[src/rtl/hazard_regfile_pkg.sv]
// -----------------------------------------------------------------------------
// hazard_regfile_pkg
//   Shared definitions for the hazard-tracking register file.
//   - slot_t        : record kept for every in-flight pipeline slot
//   - SLOT_EX/MEM/WB: slot indices for the default three-slot pipeline
//   - SLOT_WD_W     : stored destination width; ADDR_W must not exceed it
// -----------------------------------------------------------------------------
package hazard_regfile_pkg;

  localparam int SLOT_EX   = 0;
  localparam int SLOT_MEM  = 1;
  localparam int SLOT_WB   = 2;

  // Destination field is sized for the widest supported address; narrower
  // addresses are zero-extended so comparisons use the full field.
  localparam int SLOT_WD_W = 16;

  typedef struct packed {
    logic                 valid;
    logic                 wreg;
    logic                 late;
    logic [SLOT_WD_W-1:0] wd;
  } slot_t;

  function automatic slot_t make_slot(input logic                 valid,
                                      input logic                 wreg,
                                      input logic                 late,
                                      input logic [SLOT_WD_W-1:0] wd);
    slot_t s;
    s.valid = valid;
    s.wreg  = wreg;
    s.late  = late;
    s.wd    = wd;
    return s;
  endfunction

endpackage

[src/rtl/hazard_slot_pipe.sv]
// -----------------------------------------------------------------------------
// hazard_slot_pipe
//   Shift register of in-flight instruction records (slot 0 = EX ...
//   slot PIPE_DEPTH-1 = WB). Every slot advances every cycle; the hold input
//   only decides whether the presented issue enters slot 0.
// Ports:
//   clk, rst                 : clock, synchronous active-high reset
//   issue_valid/wreg/wd/late : instruction presented by ID
//   hold                     : hazard stall; blocks the issue from entering
//   flush                    : kills the issue and drops the current EX entry
//   slot_valid/wreg/late     : per-slot flags, bit k = slot k
//   slot_wd                  : per-slot destination, SLOT_WD_W bits per slot
// -----------------------------------------------------------------------------
module hazard_slot_pipe
  import hazard_regfile_pkg::*;
#(
  parameter int ADDR_W     = 5,
  parameter int PIPE_DEPTH = 3
) (
  input  logic                            clk,
  input  logic                            rst,
  input  logic                            issue_valid,
  input  logic                            issue_wreg,
  input  logic [ADDR_W-1:0]               issue_wd,
  input  logic                            issue_late,
  input  logic                            hold,
  input  logic                            flush,
  output logic [PIPE_DEPTH-1:0]           slot_valid,
  output logic [PIPE_DEPTH-1:0]           slot_wreg,
  output logic [PIPE_DEPTH-1:0]           slot_late,
  output logic [PIPE_DEPTH*SLOT_WD_W-1:0] slot_wd
);

  slot_t slot_q [PIPE_DEPTH];
  slot_t slot_d [PIPE_DEPTH];

  always_comb begin
    for (int k = 0; k < PIPE_DEPTH; k++) begin
      slot_d[k] = '0;
    end
    // Issue handshake: the ID instruction is accepted when issue_valid is
    // high and hold is low (hold acts as !ready); flush overrides both.
    if (issue_valid && !hold && !flush) begin
      slot_d[SLOT_EX] = make_slot(1'b1, issue_wreg, issue_late,
                                  SLOT_WD_W'(issue_wd));
    end
    // A flushed EX entry turns into a bubble as it moves to MEM.
    slot_d[SLOT_MEM] = flush ? slot_t'('0) : slot_q[SLOT_EX];
    for (int k = 2; k < PIPE_DEPTH; k++) begin
      slot_d[k] = slot_q[k-1];
    end
  end

  always_ff @(posedge clk) begin
    if (rst) begin
      for (int k = 0; k < PIPE_DEPTH; k++) begin
        slot_q[k] <= '0;
      end
    end else begin
      for (int k = 0; k < PIPE_DEPTH; k++) begin
        slot_q[k] <= slot_d[k];
      end
    end
  end

  always_comb begin
    slot_valid = '0;
    slot_wreg  = '0;
    slot_late  = '0;
    slot_wd    = '0;
    for (int k = 0; k < PIPE_DEPTH; k++) begin
      slot_valid[k]                       = slot_q[k].valid;
      slot_wreg[k]                        = slot_q[k].wreg;
      slot_late[k]                        = slot_q[k].late;
      slot_wd[k*SLOT_WD_W +: SLOT_WD_W]   = slot_q[k].wd;
    end
  end

endmodule

[src/rtl/hazard_regfile.sv]
// -----------------------------------------------------------------------------
// hazard_regfile
//   Register file with read-after-write hazard tracking and result bypass.
//   Register 0 reads as zero and is never written or matched.
// Configuration macro: HAZARD_FWD_EN
//   defined   : forward from any ready matching slot (EX only when not late)
//   undefined : forward from the WB slot only; any younger match stalls
// Ports:
//   clk, rst     : clock, synchronous active-high reset
//   rd_en        : per-port read enable (NUM_RD bits)
//   rd_addr      : per-port read address (ADDR_W bits per port)
//   rd_data      : per-port combinational read data (DATA_W bits per port)
//   issue_*      : instruction presented by ID for EX
//   stage_wdata  : result value presented by each slot (DATA_W bits per slot)
//   flush        : kill current issue and invalidate slot 0
//   stall_o      : unresolved read-after-write hazard; ID holds
// -----------------------------------------------------------------------------
module hazard_regfile
  import hazard_regfile_pkg::*;
#(
  parameter int DATA_W     = 32,
  parameter int ADDR_W     = 5,
  parameter int NUM_RD     = 2,
  parameter int PIPE_DEPTH = 3
) (
  input  logic                         clk,
  input  logic                         rst,
  input  logic [NUM_RD-1:0]            rd_en,
  input  logic [NUM_RD*ADDR_W-1:0]     rd_addr,
  output logic [NUM_RD*DATA_W-1:0]     rd_data,
  input  logic                         issue_valid,
  input  logic                         issue_wreg,
  input  logic [ADDR_W-1:0]            issue_wd,
  input  logic                         issue_late,
  input  logic [PIPE_DEPTH*DATA_W-1:0] stage_wdata,
  input  logic                         flush,
  output logic                         stall_o
);

  localparam int DEPTH = 2 ** ADDR_W;
  localparam int WB    = PIPE_DEPTH - 1;

  logic [PIPE_DEPTH-1:0]           slot_valid;
  logic [PIPE_DEPTH-1:0]           slot_wreg;
  logic [PIPE_DEPTH-1:0]           slot_late;
  logic [PIPE_DEPTH*SLOT_WD_W-1:0] slot_wd;

  logic [DATA_W-1:0]               regs_q [DEPTH];
  logic [DATA_W-1:0]               regs_d [DEPTH];

  logic [SLOT_WD_W-1:0]            wb_wd;
  logic                            wb_we;
  logic [NUM_RD-1:0]               port_stall;

  hazard_slot_pipe #(
    .ADDR_W     (ADDR_W),
    .PIPE_DEPTH (PIPE_DEPTH)
  ) u_slot_pipe (
    .clk         (clk),
    .rst         (rst),
    .issue_valid (issue_valid),
    .issue_wreg  (issue_wreg),
    .issue_wd    (issue_wd),
    .issue_late  (issue_late),
    .hold        (stall_o),
    .flush       (flush),
    .slot_valid  (slot_valid),
    .slot_wreg   (slot_wreg),
    .slot_late   (slot_late),
    .slot_wd     (slot_wd)
  );

  // ---------------------------------------------------------------------------
  // Register array, written from the WB slot
  // ---------------------------------------------------------------------------
  assign wb_wd = slot_wd[WB*SLOT_WD_W +: SLOT_WD_W];
  assign wb_we = slot_valid[WB] && slot_wreg[WB] && (wb_wd != '0);

  always_comb begin
    regs_d = regs_q;
    if (wb_we) begin
      regs_d[wb_wd[ADDR_W-1:0]] = stage_wdata[WB*DATA_W +: DATA_W];
    end
  end

  // Reset wins over a pending WB write on the same edge.
  always_ff @(posedge clk) begin
    if (rst) begin
      for (int i = 0; i < DEPTH; i++) begin
        regs_q[i] <= '0;
      end
    end else begin
      regs_q <= regs_d;
    end
  end

  // ---------------------------------------------------------------------------
  // Per-port hazard detection and bypass
  // ---------------------------------------------------------------------------
  for (genvar p = 0; p < NUM_RD; p++) begin : g_port
    logic [ADDR_W-1:0]    addr;
    logic [SLOT_WD_W-1:0] addr_ext;
    logic                 active;
    logic                 hit;
    logic                 fwd_ok;
    logic [DATA_W-1:0]    hit_data;

    assign addr     = rd_addr[p*ADDR_W +: ADDR_W];
    assign addr_ext = SLOT_WD_W'(addr);
    // r0 and disabled ports never look at the slots.
    assign active   = rd_en[p] && !rst && (addr != '0);

    always_comb begin
      hit      = 1'b0;
      fwd_ok   = 1'b0;
      hit_data = '0;
      // Walk oldest to youngest so the youngest match is the one left.
      for (int k = PIPE_DEPTH - 1; k >= 0; k--) begin
        if (slot_valid[k] && slot_wreg[k] &&
            (slot_wd[k*SLOT_WD_W +: SLOT_WD_W] == addr_ext)) begin
          hit      = 1'b1;
          hit_data = stage_wdata[k*DATA_W +: DATA_W];
`ifdef HAZARD_FWD_EN
          fwd_ok   = (k >= SLOT_MEM) || !slot_late[k];
`else
          fwd_ok   = (k == WB);
`endif
        end
      end
    end

    assign port_stall[p] = active && hit && !fwd_ok;
    // A stalled port returns zero; the value is ignored while ID holds.
    assign rd_data[p*DATA_W +: DATA_W] =
      !active ? '0 :
      hit     ? (fwd_ok ? hit_data : '0) :
                regs_q[addr];
  end

`ifndef HAZARD_FWD_EN
  // Late flag only matters when forwarding from EX is possible.
  logic unused_slot_late;
  assign unused_slot_late = ^slot_late;
`endif

  assign stall_o = |port_stall;

endmodule

[config.mk]
export PLATFORM = sky130hd
export DESIGN_NAME = hazard_regfile
export DESIGN_NICKNAME = d
export VERILOG_FILES = /design/src/rtl/hazard_regfile_pkg.sv /design/src/rtl/hazard_slot_pipe.sv /design/src/rtl/hazard_regfile.sv
export SDC_FILE = /design/constraint.sdc
export NUM_CORES = 2
export LEC_CHECK = 0
export BUFFER_PORTS_ARGS = -buffer_cell sky130_fd_sc_hd__buf_2
export CAP_MARGIN = 40
export CORE_MARGIN = 4
export CORE_UTILIZATION = 55
export CTS_CLUSTER_DIAMETER = 30
export DETAILED_ROUTE_END_ITERATION = 7
export PLACE_DENSITY_LB_ADDON = 0.1
export SLEW_MARGIN = 15
export SYNTH_ARGS = -nofsm -noshare
export SYNTH_HDL_FRONTEND = slang
export SYNTH_SLANG_ARGS = --single-unit
[constraint.sdc]
create_clock -name clk -period 1.7 [get_ports clk]
set_input_delay 0.085 -clock clk [delete_from_list [all_inputs] [get_ports clk]]
set_output_delay 0.085 -clock clk [all_outputs]
set_load 0.1 [all_outputs]
[Yosys cells after proc, flatten, opt, wreduce, memory -nomap -nowiden]
Memory sizes are Yosys's and may differ from the RTL's.
Cells that the tools add are included.
Storage, ports and cells
  output and inout bits: 65
  register bits after elaboration: 1024
  memories: 1
  input port bits: 119
  logic and storage cells: 118
  bits in writable memories: 57
Memories
  u_slot_pipe.slot_q: words 3, bits a word 19, read ports 3, clocked after Yosys merged registers in 0, wr ports 3, RTL line hazard_slot_pipe.sv:34  | slot_t slot_q [PIPE_DEPTH];
Cells by class
  eq/ne operators: 6
  order comparisons: 4
  reduce and logical (&&, ||, !) cells: 30
  muxes and demuxes: 39
  bitwise logic cells: 6
Operator list (count)
  $bwmux 1024: 1
  $mux 32: 17
  $bmux 32 s5: 2
  $demux 32 s5: 1
  $eq 16x5->1: 6
  $mux 19: 5
  $logic_and 1x1->1: 21
  $ge 6x6->1 const B: 3
  $not 5->6: 3
  $reduce_bool 16->1: 1
  $mux 1: 13
  $reduce_bool 5->1: 2
  $lt 6x1->1 const B: 1
  $logic_not 1->1: 5
  $or 1x1->1: 3
  $reduce_or 2->1: 1

[Logic depth before layout (Yosys ltp)]
An unclocked memory read counts as a cell.
  word-level depth: 14
  mapped depth: 10

[By module]
A second synthesis with hierarchy kept.
Unflattened totals
  cells, all modules: 6302
  area, all modules: 55723.4 um2
Modules (own cells, without submodules)
  hazard_regfile: times used 1, area an instance 54740.0 um2, cells an instance 6211, sequential area each 20499.7 um2
  hazard_slot_pipe: times used 1, area an instance 983.4 um2, cells an instance 91, sequential area each 480.5 um2

[Worst setup path before layout]
OpenSTA, ideal clock, no wires.
  path type: reg-to-output
  start point: mem u_slot_pipe.slot_q[0][41] (netlist bit)
  end point: out rd_data[0]
  data required time: 1615 ps
  path buffers: 3
  setup slack: -1906 ps
  cell stages (with the launch flop): 9
  data arrival time: 3521 ps
  cells stage by stage: dfxtp_1 > clkbuf_8 > xor2_1 > nor4_1 > and3_1 > clkbuf_1 > buf_2 > nor2_1 > nor3_1
RTL lines
  from (decl): RTL line hazard_slot_pipe.sv:34
  to (decl): RTL line hazard_regfile.sv:30  | output logic [NUM_RD*DATA_W-1:0] rd_data,

[Worst setup path after layout]
  start point: reg regs_q[174] (netlist bit)
  end point: out rd_data[14]
On the way
  word-level cells in the longest chain between the ends: 5
RTL lines
  from (decl): RTL line hazard_regfile.sv:48  | logic [DATA_W-1:0] regs_q [DEPTH];
  from (signal assigned): RTL line hazard_regfile.sv:93  | regs_q <= regs_d;
  $bmux 32 s5: RTL line hazard_regfile.sv:137  | regs_q[addr];
  $mux 32 (implied by the code) (2 in series): RTL line hazard_regfile.sv:137
  $mux 32: RTL line hazard_regfile.sv:136  | hit ? (fwd_ok ? hit_data : '0) :
  $mux 32: RTL line hazard_regfile.sv:135  | !active ? '0 :
No other way between the ends. The select of a mux whose other input is x is not followed.

==> impl_metrics.py <==
metrics = {
    "drt": {
        "drtIter0Drc": 9023,
        "drc": 0,
        "viasPerCell": 6.56,
        "final_antenna_net_count": 0,
        "drt_pass1_iterations": 7,
        "vias": 55700,
        "wl_per_cell_um": 27.4,
        "wl_um": 233000,
    },
    "clock_network": {
        "cts_root_buffer": "clkbuf_16",
        "h-tree-depth": 4,
        "cts_sinks": 1045,
        "cts_buffers": 218,
        "cts_buffer_depth": 3,
        "clock_latency_ns": 0.81,
        "cts_tree": "yes",
        "clk_pin_slew_worst_paths_ns": 0.05,
    },
    "sta": {
        "setup_viol": 902,
        "period_needed_ns": 2.97,
        "post-route-period-util_pct": 175,
        "skew_ns": 0.0347,
        "worst_pin_slew_ns": 0.830,
        "fmax_mhz": 337,
        "rsz0062_at_grt": "true",
        "drv_slew": 0,
        "hold_violations": 0,
        "relSlewSlack_pct": 44.7,
        "setup_ws_ns": -1.27,
    },
    "synthesis": {
        "ys_types": 55,
        "yosysWarnings": 0,
        "synth-edff-count": 0,
        "syn_nets": 6325,
        "yosysMostFrequentCell": "nand2_1",
        "post_synth.cell_area_avg_um2": 8.65,
        "ys_ff_latch": 1045,
        "synth_area_leaders": "dfxtp_1 (39%), mux4_2 (16%), nand2_1 (15%)",
        "synthDominantCellAreaShare_pct": 39.0,
        "synthArstFlopShare_pct": 0,
        "synthTopCellsByCount": "nand2_1 (2087), dfxtp_1 (1045), a21oi_1 (997)",
        "synthCells": 6206,
        "ys_seq_area_share_pct": 39.0,
        "synth_area_leader_cell": "dfxtp_1",
        "ys.flop_type": "dfxtp_1",
        "syn_area_um2": 53700,
    },
    "place": {
        "portBuffers": 118,
        "dpl.cell_count": 7999,
        "gp_congestion": 0.973,
        "post-dp-hpwl_um": 146000,
    },
    "global_routing": {
        "grt_use_total_pct": 43.4,
        "gr-total-overflow": 0,
        "antenna_found_initial": 8,
        "grt_pass1_vias": 54900,
        "grt_pass1_wl_um": 338000,
        "grt_max_degree": 162,
    },
    "power_and_ir_drop": {
        "power.switching_uw": 18100,
        "p_clk_share_pct": 60.0,
        "power_frac_seq_pct": 33.1,
        "swShare_pct": 24.5,
        "pwr-share-comb_pct": 6.9,
        "internal_power_uw": 56100,
        "peakVddDrop_uv": 917,
        "p_leak_uw": 0.0270,
        "power.density_nw_per_um2": 993,
    },
    "worst_setup_path": {
        "cp-start-kind": "flop",
        "critPathCaptureType": "primary output",
        "worst-setup-path-type": "reg2out",
        "cp_data_arrival_time_ns": 2.88,
        "required_ns": 1.62,
        "cp_max_fo": 3,
    },
    "job": {
        "maxCapViolCount": 0,
    },
    "layout": {
        "num-fill-cells": 6359,
        "drive_above_1_share_pct": 32.7,
        "area_delta_synth_final_pct": 39.2,
        "instances_no_fill": 8490,
        "final_util_pct": 77.3,
        "fin_nets": 7133,
    },
    "die": {
        "die-height_um": 320,
        "dieArea_um2": 103000,
        "die_w_um": 320,
        "rows": 114,
        "io_pins": 184,
        "core_um2": 96700,
        "start_util_pct": 55.5,
    },
    "outcome": {
        "violations": "setup timing",
        "outcome": "complete, but fails checks",
    },
    "worst_hold_path": {
        "hold_path_class": "in2reg",
    },
}
==> cells by family (layout without fill, tap and decap cells) <==
| logic type | Yosys count | count (layout) | share of synthesized area [%] |
|---|---|---|---|
| simple gates | 2418 | 2418 | 17.7 |
| compound gates | 1415 | 1415 | 15.3 |
| flops | 1045 | 1045 | 39.0 |
| buf+inv | 661 | 1661 | 6.60 |
| mux | 639 | 639 | 21.0 |
| xor+xnor | 28 | 28 | 0.457 |
| other cells | 0 | 8 | 0 |
==> flip-flops by register name, summed over array words and instances, names as in the netlist <==
register,cells
regs_q,1024
u_slot_pipe.slot_q,21
==> layout make-up <==
type                            instances  area [um^2]  share of cell area, %
Multi-Input combinational cell       4500        31200                   41.8
Sequential cell                      1045        21000                   28.1
Timing Repair Buffer                 1244        13200                   17.6
Clock buffer                          269         6000                   8.04
Clock inverter                        143         1740                   2.33
Tap cell                             1276         1600                   2.14
Inverter                                5         20.0                 0.0268
Antenna cell                            8         20.0                 0.0268
==> stage by stage <==
stage | hold slack (ns) | area [um^2] | total power, uW | TNS (ns) | worst slack [ns]
6_report | 0.0693 | 74700 | 74200 | -186.07 | -1.27
5_1_grt | 0.0762 | 74700 | 75600 | -208.76 | -1.32
4_1_cts | 0.0356 | 74100 | 73900 | -153.51 | -1.26
3_5_place_dp | 0.324 | 64800 | 29800 | -123.09 | -1.06
3_3_place_gp | 0.323 | 64800 | 29800 | -92.19 | -1.13
2_1_floorplan | 0.207 | 54600 | 27900 | -23.99 | -0.540
==> power by group through the flow <==
stage / combinational (uW) / clock, uW / sequential, uW
after floorplan: 2820 / 0 / 25000
after global placement: 4710 / 0 / 25000
after detailed placement: 4730 / 0 / 25000
after CTS: 4880 / 44400 / 24600
after global routing: 5220 / 45800 / 24500
final: 5130 / 44500 / 24600
==> what timing repair did <==
item,CTS,global route
gates cloned,4,8
pin swaps,77,54
hold endpoints to repair,960,0
setup endpoints to repair,927,1064
resized for setup,245,111
buffers inserted,16,12
hold buffers,44,0
==> layout by cell type, fill, tap and decap left out, drive strengths merged, types with 18 or more instances in the layout <==
master / synthesis / routed
a21oi: 997 / 997
a221oi: 124 / 124
a22oi: 219 / 219
and2: 18 / 18
buf: 207 / 1194
bufinv: 0 / 30
clkbuf: 448 / 277
clkinv: 0 / 57
clkinvlp: 0 / 27
dfxtp: 1045 / 1045
dlygate4sd3: 0 / 42
inv: 5 / 34
mux2i: 250 / 250
mux4: 388 / 388
nand2: 2087 / 2087
nand4: 34 / 34
nor2: 162 / 162
nor2b: 40 / 40
nor3: 41 / 41
o21ai: 66 / 66
xnor2: 20 / 20
==> routing by layer <==
metal / up-vias / global-route usage [%] / routed length, um
met5: - / 0.231 / 16
met4: 2 / 25.8 / 16300
met3: 1165 / 16.4 / 34900
met2: 4418 / 64.2 / 99700
met1: 26700 / 54.3 / 81700
li1: 23400 / - / -
==> critical path, cell delays in order, from the launching register on <==
cell and delay [ns]:
dfxtp_1 0.33, mux4_2 0.49, a22oi_2 0.51, nand4_1 0.27, nor2_2 0.23, nor3_4 0.08
buf_12 0.18
==> final timing paths <==
check / startpoint / to / slack (ns) / cells past startpoint
max: regs_q[174]$_SDFFE_PP0P_ / rd_data[14] / -1.27 / 6
min reg2reg: regs_q[808]$_SDFFE_PP0P_ / regs_q[808]$_SDFFE_PP0P_ / 0.47 / 2
max reg2reg: u_slot_pipe.slot_q[0][41]$_SDFF_PP0_ / regs_q[690]$_SDFFE_PP0P_ / -0.33 / 8
min: issue_wd[3] / u_slot_pipe.slot_q[0][3]$_SDFF_PP0_ / 0.07 / 3
Note: power is estimated with default switching activity, not from simulation.
